===== config.mk =====
export PLATFORM = sky130hd
export DESIGN_NAME = psum_accumulator
export DESIGN_NICKNAME = d
export VERILOG_FILES = /design/src/rtl/psum_accumulator.sv
export SDC_FILE = /design/constraint.sdc
export NUM_CORES = 1
export LEC_CHECK = 0
export ABC_AREA = 1
export BUFFER_PORTS_ARGS = -buffer_cell sky130_fd_sc_hd__buf_2
export CORE_UTILIZATION = 50
export DETAILED_ROUTE_END_ITERATION = 16
export PLACE_DENSITY = 0.72
export SLEW_MARGIN = 20
export SYNTH_ARGS = -nofsm -noshare
export SYNTH_HDL_FRONTEND = slang
export SYNTH_SLANG_ARGS = --single-unit

===== constraint.sdc =====
create_clock -name clk -period 4.9 [get_ports clk]
set_input_delay 0.49 -clock clk [delete_from_list [all_inputs] [get_ports clk]]
set_output_delay 0.49 -clock clk [all_outputs]
set_load 0.01 [all_outputs]

===== src/rtl/psum_accumulator.sv =====
`default_nettype none
// ============================================================================
// Module   : psum_accumulator
// Brief    : Accumulates signed adder-tree partial sums over an in_last-framed
//            vector and hands the result downstream over valid/ready.
//            Optional clamping on overflow: define PSUM_SATURATE_EN.
// Revision : 1.0 - initial release
// ============================================================================
module psum_accumulator #(
    parameter int IN_WIDTH  = 16,
    parameter int ACC_WIDTH = 24,
    parameter int CNT_WIDTH = 8
) (
    input  logic                 clk,
    input  logic                 rst,
    input  logic                 in_valid,
    output logic                 in_ready,
    input  logic [IN_WIDTH-1:0]  in_data,
    input  logic                 in_last,
    output logic                 out_valid,
    input  logic                 out_ready,
    output logic [ACC_WIDTH-1:0] out_data,
    output logic [CNT_WIDTH-1:0] out_count,
    output logic                 out_ovf
);

    typedef enum logic [1:0] {
        S_IDLE = 2'd0,
        S_ACC  = 2'd1,
        S_DONE = 2'd2
    } state_e;

    state_e                 state_q, state_d;
    logic [ACC_WIDTH-1:0]   acc_q, acc_d;
    logic [CNT_WIDTH-1:0]   count_q, count_d;

    logic                   beat_w;
    logic [ACC_WIDTH-1:0]   first_w;
    logic [ACC_WIDTH-1:0]   add_w;
    logic [CNT_WIDTH-1:0]   count_inc_w;

    // in_ready is gated by rst so nothing is accepted during the reset cycle
    assign in_ready    = ~rst & (state_q != S_DONE);
    assign beat_w      = in_valid & in_ready;
    assign first_w     = ACC_WIDTH'($signed(in_data));
    assign count_inc_w = (count_q == {CNT_WIDTH{1'b1}}) ? count_q
                                                         : count_q + CNT_WIDTH'(1);

`ifdef PSUM_SATURATE_EN
    localparam int                   EXT_W   = ACC_WIDTH + 1;
    localparam logic [ACC_WIDTH-1:0] ACC_MAX = {1'b0, {(ACC_WIDTH-1){1'b1}}};
    localparam logic [ACC_WIDTH-1:0] ACC_MIN = {1'b1, {(ACC_WIDTH-1){1'b0}}};

    logic [EXT_W-1:0] sum_w;
    logic             add_ovf_w;
    logic             ovf_q;

    // One guard bit: the top two bits of the widened sum disagree on overflow
    assign sum_w     = {acc_q[ACC_WIDTH-1], acc_q} + EXT_W'($signed(in_data));
    assign add_ovf_w = sum_w[EXT_W-1] ^ sum_w[EXT_W-2];
    assign add_w     = add_ovf_w ? (sum_w[EXT_W-1] ? ACC_MIN : ACC_MAX)
                                 : sum_w[ACC_WIDTH-1:0];

    always_ff @(posedge clk) begin
        if (rst) begin
            ovf_q <= 1'b0;
        end else if (beat_w) begin
            if (state_q == S_IDLE) begin
                ovf_q <= 1'b0;
            end else if (add_ovf_w) begin
                ovf_q <= 1'b1;
            end
        end
    end

    assign out_ovf = ovf_q;
`else
    assign add_w   = acc_q + ACC_WIDTH'($signed(in_data));
    assign out_ovf = 1'b0;
`endif

    always_ff @(posedge clk) begin
        if (rst) begin
            state_q <= S_IDLE;
            acc_q   <= '0;
            count_q <= '0;
        end else begin
            state_q <= state_d;
            acc_q   <= acc_d;
            count_q <= count_d;
        end
    end

    always_comb begin
        state_d   = state_q;
        acc_d     = acc_q;
        count_d   = count_q;
        out_valid = 1'b0;
        case (state_q)
            S_IDLE: begin
                if (beat_w) begin
                    acc_d   = first_w;
                    count_d = CNT_WIDTH'(1);
                    state_d = in_last ? S_DONE : S_ACC;
                end
            end
            S_ACC: begin
                if (beat_w) begin
                    acc_d   = add_w;
                    count_d = count_inc_w;
                    if (in_last) begin
                        state_d = S_DONE;
                    end
                end
            end
            S_DONE: begin
                // Result registers are frozen here until the handshake completes
                out_valid = 1'b1;
                if (out_ready) begin
                    state_d = S_IDLE;
                end
            end
            default: begin
                state_d = S_IDLE;
            end
        endcase
    end

    assign out_data  = acc_q;
    assign out_count = count_q;

endmodule
`default_nettype wire


-- Word-level counts from Yosys, hierarchy flattened
Index checks and enable logic that the tools add are counted.
- flip-flop bits (word level): 34
- bits in latches: 0
- RAM bits: 0
- bits in read-only memories: 0
- bits of input ports: 21
- output and inout bits: 35
- logic and storage cells: 36
- memories kept: 0
- add/sub/neg operators: 2
- multipliers: 0
- divide/modulo/power cells: 0
- magnitude comparators: 0
- equality and inequality tests: 9
- shifts and indexed selects: 0
- mux-type cells: 14
- bitwise gates (word level): 3
- reduce and logical (&&, ||, !) cells: 5
- operators by type and width (kind ; number):
    $mux W24 ; 2
    $pmux W24 S2 ; 1
    $add A24 B24 Y24 ; 1
    $mux W8 ; 3
    $pmux W8 S2 ; 1
    $ne A2 B2 Y1 const B ; 6
    $mux W2 ; 5
    $add A8 B1 Y8 const B ; 1
    $eq A8 B8 Y1 const B ; 1
    $reduce_and A4 Y1 ; 2
    $pmux W2 S3 ; 1
    $reduce_and A3 Y1 ; 1
    $and A1 B1 Y1 ; 2
    $eq A2 B1 Y1 const B ; 1
    $eq A2 B2 Y1 const B ; 1
    $logic_not A2 Y1 ; 1
    $reduce_bool A2 Y1 ; 1
    $mux W1 ; 1
    $not A1 Y1 ; 1

-- Logic depth before layout (Yosys ltp)
Gate-level depths: netlist (run 1).
- depth in word-level cells: 5
- mapped depth: 13
- mapped depth without buffers: 13

-- Worst setup path after synthesis (run 1)
Ideal clock, no wire load.
- path kind: input to register
- start: input in_data[0]
- end: register acc_q[16] (netlist: out_data[16])
- setup time: 137 ps
- arrival: 1795 ps
- data required time: 4763 ps
- setup slack: 2968 ps
- cell stages on the path: 13
- path through: ha_1 > inv_1 > fa_1 > inv_1 > nand3_1 > nand3_1 > nand2_1 > nand2_1 > nand3_1 > nand2_1 > nand2_1 > nand3_1 > a21boi_1
- cells in the longest elaborated chain, start to end: 3
- ends and longest elaborated chain (item ; line ; text):
    from (decl) ; 18 ; input logic [IN_WIDTH-1:0] in_data,
    $add A24 B24 Y24 ; 78 ; assign add_w = acc_q + ACC_WIDTH'($signed(in_data));
    $mux W24 ; 108 ; if (beat_w) begin
    $pmux W24 S2 ; 99 ; case (state_q)
    to (signal assigned) ; 85 ; acc_q <= '0;
    to (signal assigned) ; 89 ; acc_q <= acc_d;
    to (decl) ; 34 ; logic [ACC_WIDTH-1:0] acc_q, acc_d;
No other way between the ends. The select of a mux whose other input is x is not followed.
A chain may end at the register's enable or synchronous reset.

-- Final worst setup path (run 1)
- start: input rst
- end: register count_q[4] (netlist: out_count[4])
- cells in the longest elaborated chain, start to end: 5
- elaborated cells between the ends (all ways): 6
- those cells by class: eq/ne: 2; bitwise: 3; reduce/logical: 1
- ends and longest elaborated chain (item ; line ; text):
    from (decl) ; 15 ; input logic rst,
    $not A1 Y1 ; 43 ; assign in_ready = ~rst & (state_q != S_DONE);
    $and A1 B1 Y1 ; 43 ;
    $and A1 B1 Y1 ; 44 ; assign beat_w = in_valid & in_ready;
    $ne A2 B2 Y1 (no line) ; n/a ;
    $reduce_and A4 Y1 (no line) ; n/a ;
    to (signal assigned) ; 90 ; count_q <= count_d;
    to (decl) ; 35 ; logic [CNT_WIDTH-1:0] count_q, count_d;
Parallel ways exist; a longest one is shown, timed or not.

==> results.md, run 1 <==
* Vias per Instance at 5.03
* Avg Cell Area, Syn at 5.73 µm²
* DRC viols at 0
* Final setup violation count at 0
* Die extent in y at 83.3 µm
* Worst slew pin tran at 0.783 ns
* Pwr Total at 0.000884 W
* Final Skew at 0.00919 ns
* RSZ-0062 raised after global routing: no
* PwrDens at 239 nW/µm²
* HP Class: input port to register
* Drt pass-1 iters at 6
* Minimum clock period at 2.32 ns
* Total CTS buffers at 5
* Yosys warnings at 0
* Synth Area in Adders at 0.0968
* Die width at 83.3 µm
* Vias at 3542
* # H-tree levels at 2
* Routed length per instance at 12.2 µm
* Clock sink count at 34
* Main combinational cell family by area after synthesis: simple AND/OR/NAND/NOR gates
* Buf/Inv on CP at 2
* Critical path launch point type: input port
* Setup TNS at 0 ns
* Initial DRC count at around 190
* Num rows at 29
* Global-route wire length before repair at 14400 µm
* Sequential share of the synthesized area at 0.206
* Largest net degree at the start of global routing at 35
* Main flop type after synthesis: dfxtp_1
* Post-CTS Setup Bufs at 0
* Critical Path Slowest Stage Cell: a31oi_2
* Initial antenna violation count at 0
* CTS tree: built
* Pre-CTS setup slack at 2.27 ns
* Number of flops mapped to enable cells by yosys at 0
* Sequence of cells on the critical path: buf_2 -> inv_2 -> nand3_4 -> a31oi_2 -> nand3_1 -> o21ai_1 -> a21oi_1
* Antenna cells at 0
* Worst path max stage delay at 0.66 ns
* Mux contribution to synthesized area at 0
* FMAX at 430 MHz
* CP Capture Type: register
* Initial Util at 0.518
* HPWL Detailed at about 6500 µm
* Grt total ovfl at 0
* Num ports at 56
* WL final at 8570 µm
* Port Buf Inserts at 54
* Core ar. at 6390 µm²
* Critical-path maximum fanout at 34
* Nets at 672
* Clock-pin slew on the worst setup and hold paths at 0.08 ns
* Root Driver: clkbuf_8
* Compound-Gate Fraction of Synth Area at 0.108
* Distinct cells, synth at 38
* Area growth syn-to-layout at 11.7%
* Synth area leaders: nand2_1 (23%), dfxtp_1 (21%), inv_1 (11%), ha_1 (9.1%), nand3_1 (7.1%)
* Skew-Pair Late Insertion Delay at 0.30 ns
* Die ar. at roughly 6900 µm²
* Max clock buf depth at 2
* Number of global-route vias before repair at 3206
* Post-synth top area share at 0.235
* Final hold violation count at 0
* Post-cts sizing count at 0
* Final WS setup at 2.58 ns
* Worst path arrival time at 2.51 ns
* Synth Area in XOR/XNOR at 0.0212
* Synth Net Count at 623
* # hold bufs at CTS at 0
* Share of cells above drive strength 1 at 0.129
* Synth area leader: nand2_1
* GR Util All Layers at 0.253
* Simple-gate portion of the synthesized area at 0.424
* Final core utilization at 0.579
* WP data required at 5.09 ns
* ANT nets after route at 0
* Crit-path leading delay family: compound AO/OA/AOI/OAI gates
* Leakage at roughly 2.1 nW
* Setup Crit Path Kind: input port to register
* Relative slew slack at 0.478
* Async S/R FF share, synth at 0
* Tcrit/Tclk final at 0.474
* Status: finished clean
* Max cap viols at 0
* Mapped cell area at 3310 µm²
* Peak VDD IR at ~0.00013 V
* Final count of pins violating max slew at 0
* Synth Register Bits at 34
* Post-Syn Instances at 577
* Final GP Congestion at 0.963
[where the power goes]
part | total, W | internal, W | switching (W) | leakage (nW)
sequential | 0.000316 | 0.000297 | 0.0000195 | 0.280
clock | 0.000230 | 0.000114 | 0.000116 | 0.0482
combinational | 0.000337 | 0.000123 | 0.000215 | 1.79
total | 0.000884 | 0.000533 | 0.000350 | 2.12
[metrics by stage]
step                      instances  hold slack, ns  area (µm²)
final                           704           0.429        3700
after global routing            704           0.438        3700
after CTS                       704           0.426        3700
after detailed placement        696           0.470        3600
after global placement          696           0.458        3600
after floorplan                 577           0.479        3310
[synth_stat cells, types with 3 or more instances]
cell type  count
ha_1          24
nand4_1        7
inv_1        101
clkbuf_1       4
nand2_2        3
a21oi_1       28
nand3_1       47
buf_2          5
nor2_1        49
nor2_2         5
o211ai_1       5
nand3b_1       3
xnor2_1        6
o21ai_1        4
a21boi_1       8
nand2_1      207
o21ai_0       10
dfxtp_1       34
[placed cells by master (no fill, tap or decap), types with 2 or more instances in the layout]
master | synthesis | final
inv_4 | 2 | 2
nand3_2 | 2 | 2
o21ai_1 | 4 | 4
inv_2 | 2 | 2
nand4_1 | 7 | 7
xor2_1 | 2 | 2
o21ai_0 | 10 | 10
o211ai_1 | 5 | 5
xnor2_1 | 6 | 6
a21oi_2 | 2 | 2
clkbuf_8 | 0 | 6
nand3b_1 | 3 | 3
a21oi_1 | 28 | 28
inv_1 | 101 | 101
nor2_2 | 5 | 5
buf_2 | 5 | 54
nor2_1 | 49 | 49
nor3_1 | 2 | 2
ha_1 | 24 | 24
a21boi_1 | 8 | 8
nand3_1 | 47 | 47
dfxtp_1 | 34 | 34
nand2_2 | 3 | 3
nand2_1 | 207 | 207
[metal layers]
layer | track usage | vias up | routed length (µm)
met5 | 0 | - | 0
met4 | 0.0799 | 0 | 123
met3 | 0.0368 | 13 | 417
met2 | 0.405 | 85 | 3810
met1 | 0.349 | 1550 | 4220
li1 | - | 1894 | -
[logic make-up (layout without fill, tap and decap cells)]
logic type / Yosys count / after routing
and+or+nand+nor: 330 / 330
buffers and inverters: 118 / 168
AOI/OAI and AO/OA: 61 / 61
DFF: 34 / 34
adders and majority gates: 25 / 25
xor gates and xnor gates: 8 / 8
other: 1 / 1
[final timing paths]
check	from	endpoint	slack, ns	cells past startpoint
max	rst	out_count[4]	2.58	7
max reg2reg	state_q[0]	out_count[3]	2.58	6
min	in_data[6]	out_data[6]	0.43	3
min reg2reg	out_count[4]	out_count[4]	0.48	2
[state kept, by name, indices dropped and copies added, names as in the netlist]
| signal | cells |
|---|---|
| state_q | 2 |
| out_count | 8 |
| out_data | 24 |
[worst reg2reg max path, stage by stage, from the launching register on]
cell     delay [ns]
dfxtp_1        0.78
inv_4          0.16
nor2_8         0.41
a31oi_2        0.36
a21oi_2        0.32
o21ai_1        0.10
a21oi_1        0.11
[cell type report]
class | instances | area, µm²
well taps | 77 | 96.3
fillers | 687 | 2690
flip-flops and latches | 34 | 681
clock buffers | 7 | 86.3
inverters | 106 | 403
repair buffers | 54 | 270
multi-input cells | 425 | 2150
clock inverters | 1 | 5.00
No activity file was read; power rests on OpenSTA's default activity.
==> run 2: changes to the inputs <==
--- a/config.mk
+++ b/config.mk
@@ -5,11 +5,11 @@
 export SDC_FILE = /design/constraint.sdc
 export NUM_CORES = 1
 export LEC_CHECK = 0
-export ABC_AREA = 1
+export ABC_AREA = 0
 export BUFFER_PORTS_ARGS = -buffer_cell sky130_fd_sc_hd__buf_2
 export CORE_UTILIZATION = 50
 export DETAILED_ROUTE_END_ITERATION = 16
-export PLACE_DENSITY = 0.72
+export PLACE_DENSITY = 0.74
 export SLEW_MARGIN = 20
 export SYNTH_ARGS = -nofsm -noshare
 export SYNTH_HDL_FRONTEND = slang
==> constraint.sdc (replaced) <==
create_clock -name clk -period 2.4 [get_ports clk]
set_input_delay 0.24 -clock clk [delete_from_list [all_inputs] [get_ports clk]]
set_output_delay 0.24 -clock clk [all_outputs]
set_load 0.01 [all_outputs]
==> run 2 against run 1 <==
Sequential share of layout area is 2.2 points higher; cell area is 11% lower; sequential power is 110% higher; worst setup slack worse by 2.5 ns; die area is 16% lower; first-iteration DRC count is 2.1% lower; global-route usage is 1.3 points higher; routed wire length is 13% lower; synthesized cell count is 40% lower; final cell count is 32% lower; largest power group unchanged; highest routed layer unchanged.
==> results.md, run 2 <==
* Root Driver: clkbuf_8
* Total CTS buffers at 5
* Initial antenna violation count at 0
* Initial DRC count at 184
* Mapped cell area at 2770 µm²
* Global-route wire length before repair at 12500 µm
* Most frequent cells in the layout: buf_2 (54), a21oi_1 (34), dfxtp_1 (34)
* Worst R2R Start: out_data[0]
* CP Capture Type: register
* Final WS setup at 0.105 ns
* Relative slew slack at 0.563
* Final Skew at 0.0103 ns
* ANT nets after route at 0
* Mux contribution to synthesized area at 0.00948
* Die ar. at 5840 µm²
* Async S/R FF share, synth at 0
* Total placed cells including tap cells at 468
* Grt total ovfl at 0
* Simple-gate portion of the synthesized area at 0.220
* Final hold violation count at 0
* Routed length per instance at ~16 µm
* Critical-path maximum fanout at 3
* Number of global-route vias before repair at 2595
* Num rows at 26
* RSZ-0062 raised after global routing: no
* Reg2reg end: out_data[16]
* Die extent in y at 76.5 µm
* Clock-pin slew on the worst setup and hold paths at around 0.09 ns
* Synth Area in XOR/XNOR at 0.0695
* Core ar. at 5240 µm²
* Synth Net Count at 393
* Number of flops mapped to enable cells by yosys at 0
* Sequential share of the synthesized area at 0.246
* Commonest non-fill, non-tap cell in the layout: buf_2
* Share of cells above drive strength 1 at 0.239
* Worst Hold Path EP: state_q[0]
* Max reg flops at 24
* Pre-CTS setup slack at 0.0211 ns
* Final count of pins violating max slew at 0
* Yosys warnings at 0
* Post-CTS Setup Bufs at 0
* FMAX at 436 MHz
* Port Buf Inserts at 54
* Initial Util at 0.529
* Worst path arrival time at 2.51 ns
* PwrDens at 598 nW/µm²
* Largest net degree at the start of global routing at 22
* Post-Syn Instances at 347
* Tcrit/Tclk final at 0.956
* Cells on worst reg2reg path at 10
* CTS tree: built
* HPWL Detailed at 5670 µm
* Status: finished clean
* Reg-to-reg slack, setup at between 0.1 and 0.15 ns
* Synth Area in Adders at 0.116
* Distinct cells, synth at 61
* Minimum clock period at 2.29 ns
* Synth Register Bits at 34
* GR Util All Layers at 0.266
* Final setup violation count at 0
* # H-tree levels at 2
* Num ports at 56
* Post-synth top area share at 0.246
* Critical path launch point type: register
* Die width at 76.5 µm
* Final GP Congestion at 0.924
* Hold Path Origin: in_last
* Peak VDD IR at 0.000378 V
* Synth area leader: dfxtp_1
* Vias at 2824
* Main flop type after synthesis: dfxtp_1
* Post-synth top cells: a21oi_1 (34), dfxtp_1 (34), nor2_1 (33), nand2_1 (25), ha_1 (24)
* Main combinational cell family by area after synthesis: compound AO/OA/AOI/OAI gates
* Final core utilization at 0.630
* WP data required at 2.62 ns
* Skew-Pair Late Insertion Delay at around 0.3 ns
* Worst slew pin tran at about 0.65 ns
* Setup TNS at 0 ns
* Nets at roughly 450
* Non-filler cells, final at 476
* WL final at 7490 µm
* Leakage at 1.44 nW
* Setup Crit Path Kind: register to register
* Area growth syn-to-layout at 19.1%
* Compound-Gate Fraction of Synth Area at 0.297
* Drt pass-1 iters at 5
* Antenna cells at 0
* HP Class: input port to register
* Avg Cell Area, Syn at 7.99 µm²
* Max clock buf depth at 2
* Worst hold stages at 2
* DRC viols at 0
* Clock sink count at 34
* Synth area leaders: dfxtp_1 (25%), ha_1 (11%), a21oi_1 (6.1%), xor2_1 (5.1%), nor2_1 (4.5%)
* Max cap viols at 0
* Vias per Instance at 5.93
run 2: cell count changes after synthesis, sizes merged, moves of 6 or more:
cell | before | now
nor3 | 3 | 12
inv | 105 | 8
o22ai | 1 | 8
a211oi | 0 | 11
a21o | 0 | 10
xor2 | 2 | 16
nand3 | 50 | 15
nand2 | 210 | 25
nor2 | 55 | 33
a21boi | 8 | 0
clkbuf | 4 | 10
o21ai | 14 | 23
run 2: timing repair:
item	CTS	global route
hold buffers	0	0
endpoints found under the hold margin	0	0
resized for setup	0	5
endpoints found under the setup margin	0	7
run 2: cell families after synthesis:
group / after synthesis
other cells: 1
fa+ha+maj: 25
xor+xnor: 22
simple gates: 120
mux: 2
compound gates: 118
flops: 34
buf+inv: 25
run 2: per-layer routing:
layer / track usage / vias to the layer above / share of wire / routed length [µm]
li1: - / 1402 / - / -
met4: 0.0827 / 0 / 0.0099 / 74
met3: 0.0395 / 10 / 0.059 / 444
met5: 0 / - / 0 / 0
met2: 0.444 / 75 / 0.47 / 3530
met1: 0.351 / 1337 / 0.46 / 3440
run 2: worst max-delay path, stage by stage (launching register included):
cell	delay, ns
dfxtp_1	0.35
ha_1	0.17
inv_1	0.05
fa_2	0.37
nor2b_4	0.15
o2111ai_4	0.16
a31oi_4	0.19
o41ai_4	0.11
nor3_2	0.15
mux2_4	0.32
o31ai_2	0.20
run 2: layout make-up:
class                   instances  area (µm²)
clock inverters                 3        45.0
flip-flops and latches         34         681
multi-input cells             288        2010
inverters                       8        30.0
repair buffers                 68         375
fillers                       464        1940
well taps                      70        87.6
clock buffers                   5        68.8
run 2: how the worst max path moves through the flow:
stage / cells after the start / start / slack [ns] / endpoint
5_1_grt: 10 / out_data[0] / 0.004 / out_data[16]
3_5_place_dp: 10 / out_data[0] / 0.02 / out_data[16]
6_report: 10 / out_data[0] / 0.11 / out_data[16]
3_3_place_gp: 11 / in_data[0] / 0.05 / out_data[16]
4_1_cts: 10 / out_data[0] / 0.002 / out_data[16]
2_1_floorplan: 10 / out_data[0] / 0.03 / out_data[16]
run 2: power by group:
group | internal (W) | switching (W)
Sequential | 0.000611 | 0.0000398
Clock | 0.000309 | 0.000250
Combinational | 0.000320 | 0.000444
Total | 0.00124 | 0.000733
run 2: per-stage QoR:
step | cell area, µm² | hold WS, ns | total power (W)
after floorplan | 2770 | 0.354 | 0.00119
after global placement | 3150 | 0.444 | 0.00139
after detailed placement | 3150 | 0.451 | 0.00140
after CTS | 3260 | 0.158 | 0.00196
after global routing | 3300 | 0.166 | 0.00209
final | 3300 | 0.160 | 0.00197
